===== config.mk =====
export PLATFORM = sky130hd
export DESIGN_NAME = mem_port_arbiter_flat
export DESIGN_NICKNAME = d
export VERILOG_FILES = /design/src/rtl/fullsend_mem_pkg.sv /design/src/rtl/mem_port_arbiter_if.sv /design/src/rtl/mem_port_arbiter.sv /design/src/flat_wrapper.sv
export SDC_FILE = /design/constraint.sdc
export NUM_CORES = 1
export LEC_CHECK = 0
export CORE_MARGIN = 1.5
export CORE_UTILIZATION = 42
export CTS_CLUSTER_SIZE = 28
export DETAILED_ROUTE_END_ITERATION = 12
export PLACE_DENSITY = 0.88
export SETUP_SLACK_MARGIN = 0.15
export SYNTH_ARGS = -nofsm -noshare
export SYNTH_HDL_FRONTEND = slang
export SYNTH_SLANG_ARGS = --single-unit

===== constraint.sdc =====
create_clock -name clk -period 2.64 [get_ports clk]
set_input_delay 0.264 -clock clk [delete_from_list [all_inputs] [get_ports clk]]
set_output_delay 0.264 -clock clk [all_outputs]
set_load 0.01 [all_outputs]

===== src/rtl/fullsend_mem_pkg.sv =====
// Shared types and constants for the memory-port arbiter.
package fullsend_mem_pkg;

  typedef enum logic [1:0] {
    ARB_IDLE    = 2'd0,
    ARB_BUSY_IF = 2'd1,
    ARB_BUSY_DM = 2'd2
  } arb_state_t;

  localparam logic MEM_RD = 1'b0;
  localparam logic MEM_WR = 1'b1;

endpackage


===== src/rtl/mem_port_arbiter_if.sv =====
// Bundles the IF requester, DM requester and memory-side signals of the arbiter.
// slave: the arbiter's view. master: the pipeline/memory environment's view.
interface mem_port_arbiter_if #(
  parameter int unsigned ADDR_W = 32,
  parameter int unsigned DATA_W = 32
) ();

  // Instruction fetch side
  logic              if_req;
  logic [ADDR_W-1:0] if_addr;
  logic [DATA_W-1:0] if_rdata;
  logic              if_valid;
  logic              if_stall;

  // Data access side
  logic              dm_req;
  logic              dm_we;
  logic [ADDR_W-1:0] dm_addr;
  logic [DATA_W-1:0] dm_wdata;
  logic [DATA_W-1:0] dm_rdata;
  logic              dm_valid;
  logic              dm_stall;

  // Memory side
  logic [ADDR_W-1:0] mem_address;
  logic [DATA_W-1:0] mem_input;
  logic              mem_enable;
  logic              mem_r_w;
  logic [DATA_W-1:0] mem_output;
  logic              mem_ready;

  logic              timeout_err;

  modport slave (
    input  if_req, if_addr,
    output if_rdata, if_valid, if_stall,
    input  dm_req, dm_we, dm_addr, dm_wdata,
    output dm_rdata, dm_valid, dm_stall,
    output mem_address, mem_input, mem_enable, mem_r_w,
    input  mem_output, mem_ready,
    output timeout_err
  );

  modport master (
    output if_req, if_addr,
    input  if_rdata, if_valid, if_stall,
    output dm_req, dm_we, dm_addr, dm_wdata,
    input  dm_rdata, dm_valid, dm_stall,
    input  mem_address, mem_input, mem_enable, mem_r_w,
    output mem_output, mem_ready,
    input  timeout_err
  );

endinterface


===== src/rtl/mem_port_arbiter.sv =====
// Arbitrates a single-ported memory between instruction fetch (IF) and data access (DM).
// DM wins by default; after MAX_DATA_STREAK back-to-back DM grants with IF waiting, IF is forced.
// No new grant is made while a completion pulse is out, so a requester that advances on its
// valid pulse never has its stale request re-granted.
module mem_port_arbiter
  import fullsend_mem_pkg::*;
#(
  parameter int unsigned ADDR_W          = 32,
  parameter int unsigned DATA_W          = 32,
  parameter int unsigned MAX_DATA_STREAK = 4,
  parameter int unsigned TIMEOUT_CYCLES  = 255
) (
  input logic             clk,
  input logic             reset,
  mem_port_arbiter_if.slave bus
);

  localparam int unsigned TW = (TIMEOUT_CYCLES > 1) ? $clog2(TIMEOUT_CYCLES) : 1;
  localparam int unsigned SW = (MAX_DATA_STREAK > 0) ? $clog2(MAX_DATA_STREAK + 1) : 1;
  localparam logic [TW-1:0] TMO_LAST   = TW'(TIMEOUT_CYCLES - 1);
  localparam logic [SW-1:0] STREAK_MAX = SW'(MAX_DATA_STREAK);

  arb_state_t        state;
  logic [SW-1:0]     streak;
  logic [TW-1:0]     tmo_cnt;
  logic              tmo_hit;
  logic              done;
  logic [DATA_W-1:0] resp_data;

  // Stalls follow the request until its completion pulse.
  assign bus.if_stall = bus.if_req & ~bus.if_valid;
  assign bus.dm_stall = bus.dm_req & ~bus.dm_valid;

  // Completion/abort decode for the current BUSY cycle; ready wins over an expiring timeout.
  always_comb begin
    tmo_hit   = (TIMEOUT_CYCLES != 0) && (tmo_cnt == TMO_LAST);
    done      = bus.mem_ready | tmo_hit;
    resp_data = '0;
    if (bus.mem_ready && (bus.mem_r_w == MEM_RD)) begin
      resp_data = bus.mem_output;
    end
  end

  // Arbiter FSM with streak/timeout counters and registered memory-side outputs.
  always_ff @(posedge clk or negedge reset) begin
    if (!reset) begin
      state           <= ARB_IDLE;
      streak          <= '0;
      tmo_cnt         <= '0;
      bus.mem_address <= {ADDR_W{1'b0}};
      bus.mem_input   <= '0;
      bus.mem_enable  <= 1'b0;
      bus.mem_r_w     <= MEM_RD;
      bus.if_rdata    <= '0;
      bus.if_valid    <= 1'b0;
      bus.dm_rdata    <= '0;
      bus.dm_valid    <= 1'b0;
      bus.timeout_err <= 1'b0;
    end else begin
      bus.if_valid <= 1'b0;
      bus.dm_valid <= 1'b0;
      unique case (state)
        ARB_IDLE: begin
          tmo_cnt <= '0;
          if (!bus.if_req) begin
            streak <= '0;
          end
          if (!bus.if_valid && !bus.dm_valid) begin
            if (bus.dm_req && (!bus.if_req || (streak < STREAK_MAX))) begin
              state           <= ARB_BUSY_DM;
              bus.mem_address <= bus.dm_addr;
              bus.mem_input   <= bus.dm_wdata;
              bus.mem_r_w     <= bus.dm_we;
              bus.mem_enable  <= 1'b1;
              if (bus.if_req && (streak != STREAK_MAX)) begin
                streak <= streak + 1'b1;
              end
            end else if (bus.if_req) begin
              state           <= ARB_BUSY_IF;
              bus.mem_address <= bus.if_addr;
              bus.mem_input   <= '0;
              bus.mem_r_w     <= MEM_RD;
              bus.mem_enable  <= 1'b1;
              streak          <= '0;
            end
          end
        end
        ARB_BUSY_IF, ARB_BUSY_DM: begin
          if (done) begin
            state          <= ARB_IDLE;
            tmo_cnt        <= '0;
            bus.mem_enable <= 1'b0;
            if (!bus.mem_ready) begin
              bus.timeout_err <= 1'b1;
            end
            if (state == ARB_BUSY_IF) begin
              bus.if_valid <= 1'b1;
              bus.if_rdata <= resp_data;
            end else begin
              bus.dm_valid <= 1'b1;
              bus.dm_rdata <= resp_data;
            end
          end else begin
            tmo_cnt <= tmo_cnt + 1'b1;
          end
        end
        default: state <= ARB_IDLE;
      endcase
    end
  end

endmodule


===== src/flat_wrapper.sv =====
// flat-port wrapper written by rule: the top's interface ports become plain ports
module mem_port_arbiter_flat import fullsend_mem_pkg::*;
#(
  parameter int unsigned ADDR_W          = 32,
  parameter int unsigned DATA_W          = 32,
  parameter int unsigned MAX_DATA_STREAK = 4,
  parameter int unsigned TIMEOUT_CYCLES  = 255
)
  (clk, reset, bus_if_req, bus_if_addr, bus_if_rdata, bus_if_valid, bus_if_stall, bus_dm_req, bus_dm_we, bus_dm_addr, bus_dm_wdata, bus_dm_rdata, bus_dm_valid, bus_dm_stall, bus_mem_address, bus_mem_input, bus_mem_enable, bus_mem_r_w, bus_mem_output, bus_mem_ready, bus_timeout_err);
  mem_port_arbiter_if #(.ADDR_W(ADDR_W), .DATA_W(DATA_W)) bus_i ();
  input logic clk;
  input logic reset;
  input wire logic [$bits(bus_i.if_req)-1:0] bus_if_req;
  input wire logic [$bits(bus_i.if_addr)-1:0] bus_if_addr;
  output wire logic [$bits(bus_i.if_rdata)-1:0] bus_if_rdata;
  output wire logic [$bits(bus_i.if_valid)-1:0] bus_if_valid;
  output wire logic [$bits(bus_i.if_stall)-1:0] bus_if_stall;
  input wire logic [$bits(bus_i.dm_req)-1:0] bus_dm_req;
  input wire logic [$bits(bus_i.dm_we)-1:0] bus_dm_we;
  input wire logic [$bits(bus_i.dm_addr)-1:0] bus_dm_addr;
  input wire logic [$bits(bus_i.dm_wdata)-1:0] bus_dm_wdata;
  output wire logic [$bits(bus_i.dm_rdata)-1:0] bus_dm_rdata;
  output wire logic [$bits(bus_i.dm_valid)-1:0] bus_dm_valid;
  output wire logic [$bits(bus_i.dm_stall)-1:0] bus_dm_stall;
  output wire logic [$bits(bus_i.mem_address)-1:0] bus_mem_address;
  output wire logic [$bits(bus_i.mem_input)-1:0] bus_mem_input;
  output wire logic [$bits(bus_i.mem_enable)-1:0] bus_mem_enable;
  output wire logic [$bits(bus_i.mem_r_w)-1:0] bus_mem_r_w;
  input wire logic [$bits(bus_i.mem_output)-1:0] bus_mem_output;
  input wire logic [$bits(bus_i.mem_ready)-1:0] bus_mem_ready;
  output wire logic [$bits(bus_i.timeout_err)-1:0] bus_timeout_err;
  assign bus_i.if_req = bus_if_req;
  assign bus_i.if_addr = bus_if_addr;
  assign bus_if_rdata = bus_i.if_rdata;
  assign bus_if_valid = bus_i.if_valid;
  assign bus_if_stall = bus_i.if_stall;
  assign bus_i.dm_req = bus_dm_req;
  assign bus_i.dm_we = bus_dm_we;
  assign bus_i.dm_addr = bus_dm_addr;
  assign bus_i.dm_wdata = bus_dm_wdata;
  assign bus_dm_rdata = bus_i.dm_rdata;
  assign bus_dm_valid = bus_i.dm_valid;
  assign bus_dm_stall = bus_i.dm_stall;
  assign bus_mem_address = bus_i.mem_address;
  assign bus_mem_input = bus_i.mem_input;
  assign bus_mem_enable = bus_i.mem_enable;
  assign bus_mem_r_w = bus_i.mem_r_w;
  assign bus_i.mem_output = bus_mem_output;
  assign bus_i.mem_ready = bus_mem_ready;
  assign bus_timeout_err = bus_i.timeout_err;
  mem_port_arbiter #(.ADDR_W(ADDR_W), .DATA_W(DATA_W), .MAX_DATA_STREAK(MAX_DATA_STREAK), .TIMEOUT_CYCLES(TIMEOUT_CYCLES)) u_core (.clk(clk), .reset(reset), .bus(bus_i));
endmodule

### Word-level counts from Yosys, hierarchy flattened

Index checks and enable logic that the tools add are counted.

* bitwise gates (word level): 8
* reduce and logical (&&, ||, !) cells: 18
* add/sub/neg operators: 2
* equality and inequality tests: 7
* $lt $le $gt $ge: 1
* mux-type cells: 30

Operator list (number)
* $mux 32: 5
* $pmux 8 s2: 1
* $mux 3: 5
* $reduce_and 3->1: 5
* $mux 1: 12
* $add 8x1->8 const B: 1
* $eq 8x8->1 const B: 1
* $mux 2: 4
* $mux 8: 1
* $not 1->1: 5
* $logic_and 1x1->1: 4
* $ne 2x1->1 const B: 2
* $pmux 2 s2: 1
* $reduce_and 4->1: 1
* $reduce_bool 2->1: 2
* $add 3x1->3 const B: 1
* $logic_not 1->1: 3
* $lt 3x3->1 const B: 1
* $ne 3x2->1 const B: 1
* $ne 3x3->1 const B: 1
* $and 1x1->1: 2
* $eq 2x1->1 const B: 1
* $eq 2x2->1 const B: 1
* $logic_not 2->1: 1
* 4 further kinds: 4

* output and inout bits: 135
* word-level logic and storage cells: 78
* input port bits: 134
* bits in registers: 146

### Longest topological paths before layout

* word-level depth: 6
* gate-level depth with buffers: 9
* gate-level depth less buffers: 6

### Worst setup path before layout

OpenSTA, ideal clock, no wires.

* path kind: register to register
* from: register u_core.state[0]
* to: register u_core.bus.mem_r_w
* stages on the path, launching flop included: 10
* required time: 2.523 ns
* library setup time: 0.117 ns
* slack: 0.801 ns
* buffers on the path: 3
* arrival time: 1.722 ns
* clock period less this slack: 1.839 ns
* cells stage by stage: dfrtp_1 -> inv_1 -> ha_1 -> or3b_4 -> or2_1 -> buf_6 -> buf_6 -> buf_6 -> nand2_1 -> nand2_1

* word-level cells in the longest chain between the ends: 2

RTL lines
* start: declaration: RTL line mem_port_arbiter.sv:23 `arb_state_t state;`
* start signal: assignment: RTL line mem_port_arbiter.sv:47 `state <= ARB_IDLE;`
* start signal: assignment: RTL line mem_port_arbiter.sv:70 `state <= ARB_BUSY_DM;`
* start signal: assignment: RTL line mem_port_arbiter.sv:79 `state <= ARB_BUSY_IF;`
* $logic_not 2->1: RTL line mem_port_arbiter.sv:62 `unique case (state)`
* $reduce_and 3->1 (no source line)
* end signal: assignment: RTL line mem_port_arbiter.sv:73 `bus.mem_r_w <= bus.dm_we;`
* end: declaration: RTL line mem_port_arbiter_if.sv:39 `output mem_address, mem_input, mem_enable, mem_r_w,`

No other way between the ends.
A chain may end at the register's enable or synchronous reset.

### Worst setup path after layout

* from: register u_core.state[1]
* to: register u_core.bus.mem_address[0]

* word-level cells in the longest chain between the ends: 2

RTL lines
* $logic_not 2->1: RTL line mem_port_arbiter.sv:62
* $reduce_and 3->1 (no source line)
* end signal: assignment: RTL line mem_port_arbiter.sv:50 `bus.mem_address <= {ADDR_W{1'b0}};`
* end signal: assignment: RTL line mem_port_arbiter.sv:71 `bus.mem_address <= bus.dm_addr;`
* end signal: assignment: RTL line mem_port_arbiter.sv:80 `bus.mem_address <= bus.if_addr;`
* end: declaration: RTL line mem_port_arbiter_if.sv:39

No other way between the ends.

==> flow_metrics.tcl <==
set metrics [dict create \
    yosysWarnings 0 \
    synth_top_area_cell "dfrtp_1" \
    worstSetupEndpointType "flop" \
    drc 0 \
    syn_nets 661 \
    core_area_um2 13800 \
    globalplace.congestion 0.809 \
    grt_pass1_wl_um 26300 \
    worst_pin_slew_ns 0.810 \
    dpl-instance-area_um2 8790 \
    worstSetupPathType "flop to flop" \
    portBuffers 268 \
    hold_viol 0 \
    via_per_inst 5.27 \
    rsz0062_at_grt "no" \
    arrival_ns 2.44 \
    initial_core_util 0.430 \
    num_vias 5119 \
    rows 43 \
    dp_hpwl_um 12200 \
    fin_setup_tns_ns 0 \
    path_max_fanout 65 \
    r2r_start "u_core.state[1]" \
    syn_avg_cell_area_um2 11.5 \
    final_layout_size_suffix_gt1_frac 0.0631 \
    cts.sinks 146 \
    ios 269 \
    n_fill_cell 970 \
    ys_seq_elements 146 \
    power_leakage_nw 4.34 \
    grt_pass1_vias 5228 \
    synth.area.top_cells "dfrtp_1 (61%), a22o_1 (9.9%), nand2_1 (6.7%)" \
    die_area_um2 14900 \
    wirelength_um 17000 \
    stdcell_area_um2 9410 \
    outcome "completed" \
    ys_seq_area_frac 0.614 \
    setup_viol 0 \
    grt_antenna_before_repair 0 \
    wl_per_cell_um 17.5 \
    maxCapViolCount 0 \
    cts_tree "built" \
    cts_inserted_buffers 17 \
    r2r.worst_path.cells 6 \
    min_period_over_period 0.802 \
    grt-ovfl-total 0 \
    startpoint_type "flop" \
    syn_inst 518 \
    cp-endpoint "u_core.bus.mem_address[0]" \
    min-delay-path-class "primary input to flop" \
    drtIter0Drc 322 \
    post-route-min-period_ns 2.12 \
    syn_area_um2 5950 \
    cts-root-buf "clkbuf_16" \
    htree_levels 4 \
    slew-limit-headroom 0.460 \
    slew_viol_final 0 \
    r2r_setup_slack_ns 0.52 \
    clock.fmax_ghz 0.472 \
    synthDistinctLibCells 38 \
    rr_endpoint "u_core.bus.mem_address[0]" \
    clock-skew-final_ns 0.00608 \
    synth_top_cell_area_share 0.614 \
    diodes 0 \
    areaGrowthSynthToFinish_pct 58.3 \
    die_h_um 122 \
    power_w 0.0105 \
    final_nets 922 \
    insertion_delay_ns 0.41 \
    track_usage 0.229 \
    first_pass_iters 4 \
    clockBufferDepth 2 \
    grt_max_degree 88 \
    cp.required_ns 2.96 \
    crit_start "u_core.state[1]" \
    path_clk_slew_ns 0.06 \
    p_per_area_nw_per_um2 1110 \
    ant_nets 0 \
    vdd_ir_drop_max_mv 0.552 \
    die_width_um 122 \
]
## per-stage QoR
stage | hold slack (ns) | util | worst slack (ns) | cells
finish | 0.394 | 0.681 | 0.522 | 972
global route | 0.407 | 0.681 | 0.352 | 972
floorplan | -0.0316 | - | 0.801 | 518
global placement | 0.366 | 0.636 | 0.650 | 939
detailed placement | 0.377 | 0.636 | 0.507 | 939
CTS | 0.379 | 0.681 | 0.494 | 972
## placed cells by master, fill, tap and decap left out, drive strengths merged, types with 5 or more instances in the layout
master and instances:
clkdlybuf4s50 267, dfrtp 146, nand2 106, a22o 67
o21ai 38, nand3 35, mux2i 32, clkbuf 20
nor2 10, buf 10, ha 9, inv 6
nor2b 5
## where the power goes
part | internal [W] | switching (W)
Sequential | 0.00314 | 0.000565
Combinational | 0.00236 | 0.00195
Clock | 0.00154 | 0.000912
## metal layers
metal / part of all wire / track usage / routed length (um)
met1: 0.38 / 0.266 / 6470
met2: 0.51 / 0.400 / 8600
met3: 0.092 / 0.0646 / 1570
met4: 0.022 / 0.0912 / 380
met5: 0 / 0 / 0
## synthesized netlist by cell type
library cell  number
dfrtp_1          146
nand2_1          106
a22o_1            67
nand3_1           35
mux2i_1           32
o21ai_1           23
clkbuf_1          18
o21ai_0           14
buf_2             10
ha_1               9
nor2_1             9
buf_6              6
inv_1              5
nor2b_1            5
a21oi_1            4
a21o_1             2
and3b_1            2
mux2_2             2
o21bai_1           2
o31ai_1            2
xnor2_1            2
a21boi_1           1
a32o_1             1
and2_1             1
buf_1              1
clkbuf_2           1
nand4_1            1
nand4b_1           1
nor2_2             1
nor3_1             1
o21a_1             1
o21ai_2            1
o2bb2ai_1          1
or2_1              1
or3_1              1
or3b_4             1
or4_1              1
xor2_1             1
## worst min path at each step
stage                         start                       to  cells past startpoint
floorplan                     reset   u_core.bus.dm_rdata[0]                      0
global placement              reset   u_core.bus.if_rdata[6]                      1
detailed placement            reset   u_core.bus.dm_rdata[6]                      1
CTS                 bus_dm_wdata[6]  u_core.bus.mem_input[6]                      3
global route        bus_dm_wdata[7]  u_core.bus.mem_input[7]                      3
finish              bus_dm_wdata[3]  u_core.bus.mem_input[3]                      3
## registers in the layout, indices dropped and copies added (netlist names)
register	cells
u_core.bus.mem_address	32
u_core.bus.dm_rdata	32
u_core.bus.if_rdata	32
u_core.state	2
u_core.bus.mem_r_w	1
u_core.tmo_cnt	8
u_core.streak	3
u_core.bus.mem_input	32
u_core.bus.mem_enable	1
u_core.bus.dm_valid	1
u_core.bus.timeout_err	1
u_core.bus.if_valid	1
## area by class of cell
| class | instances | area (um2) | share of cell area |
|---|---|---|---|
| multi-input combinational | 331 | 2100 | 0.223 |
| clock inverter | 12 | 156 | 0.0166 |
| clock buffer | 20 | 457 | 0.0485 |
| timing repair buffer | 278 | 2800 | 0.297 |
| sequential | 146 | 3650 | 0.388 |
| tap | 180 | 225 | 0.0239 |
| inverter | 5 | 18.8 | 0.00199 |
## logic make-up after synthesis
family / count (synthesis) / synth area share
AOI/OAI and AO/OA: 119 / 0.148
xor gates and xnor gates: 3 / 0.00442
adders and majority gates: 9 / 0.0189
buffers and inverters: 41 / 0.0358
DFF: 146 / 0.614
muxes: 34 / 0.0576
and+or+nand+nor: 166 / 0.121
## worst max-delay path, cell delays in order (launching register included)
cell	delay (ns)
dfrtp_1	0.41
inv_1	0.12
ha_1	0.21
or3b_4	0.42
or2_4	0.38
buf_12	0.24
o21ai_0	0.23
## repair_timing
| item | in CTS | in global routing |
|---|---|---|
| buffers inserted | 0 | 0 |
| gates resized for setup | 0 | 0 |
| endpoints found under the hold margin | 86 | 0 |
| hold buffers | 1 | 0 |
(Power assumes the default switching activity.)
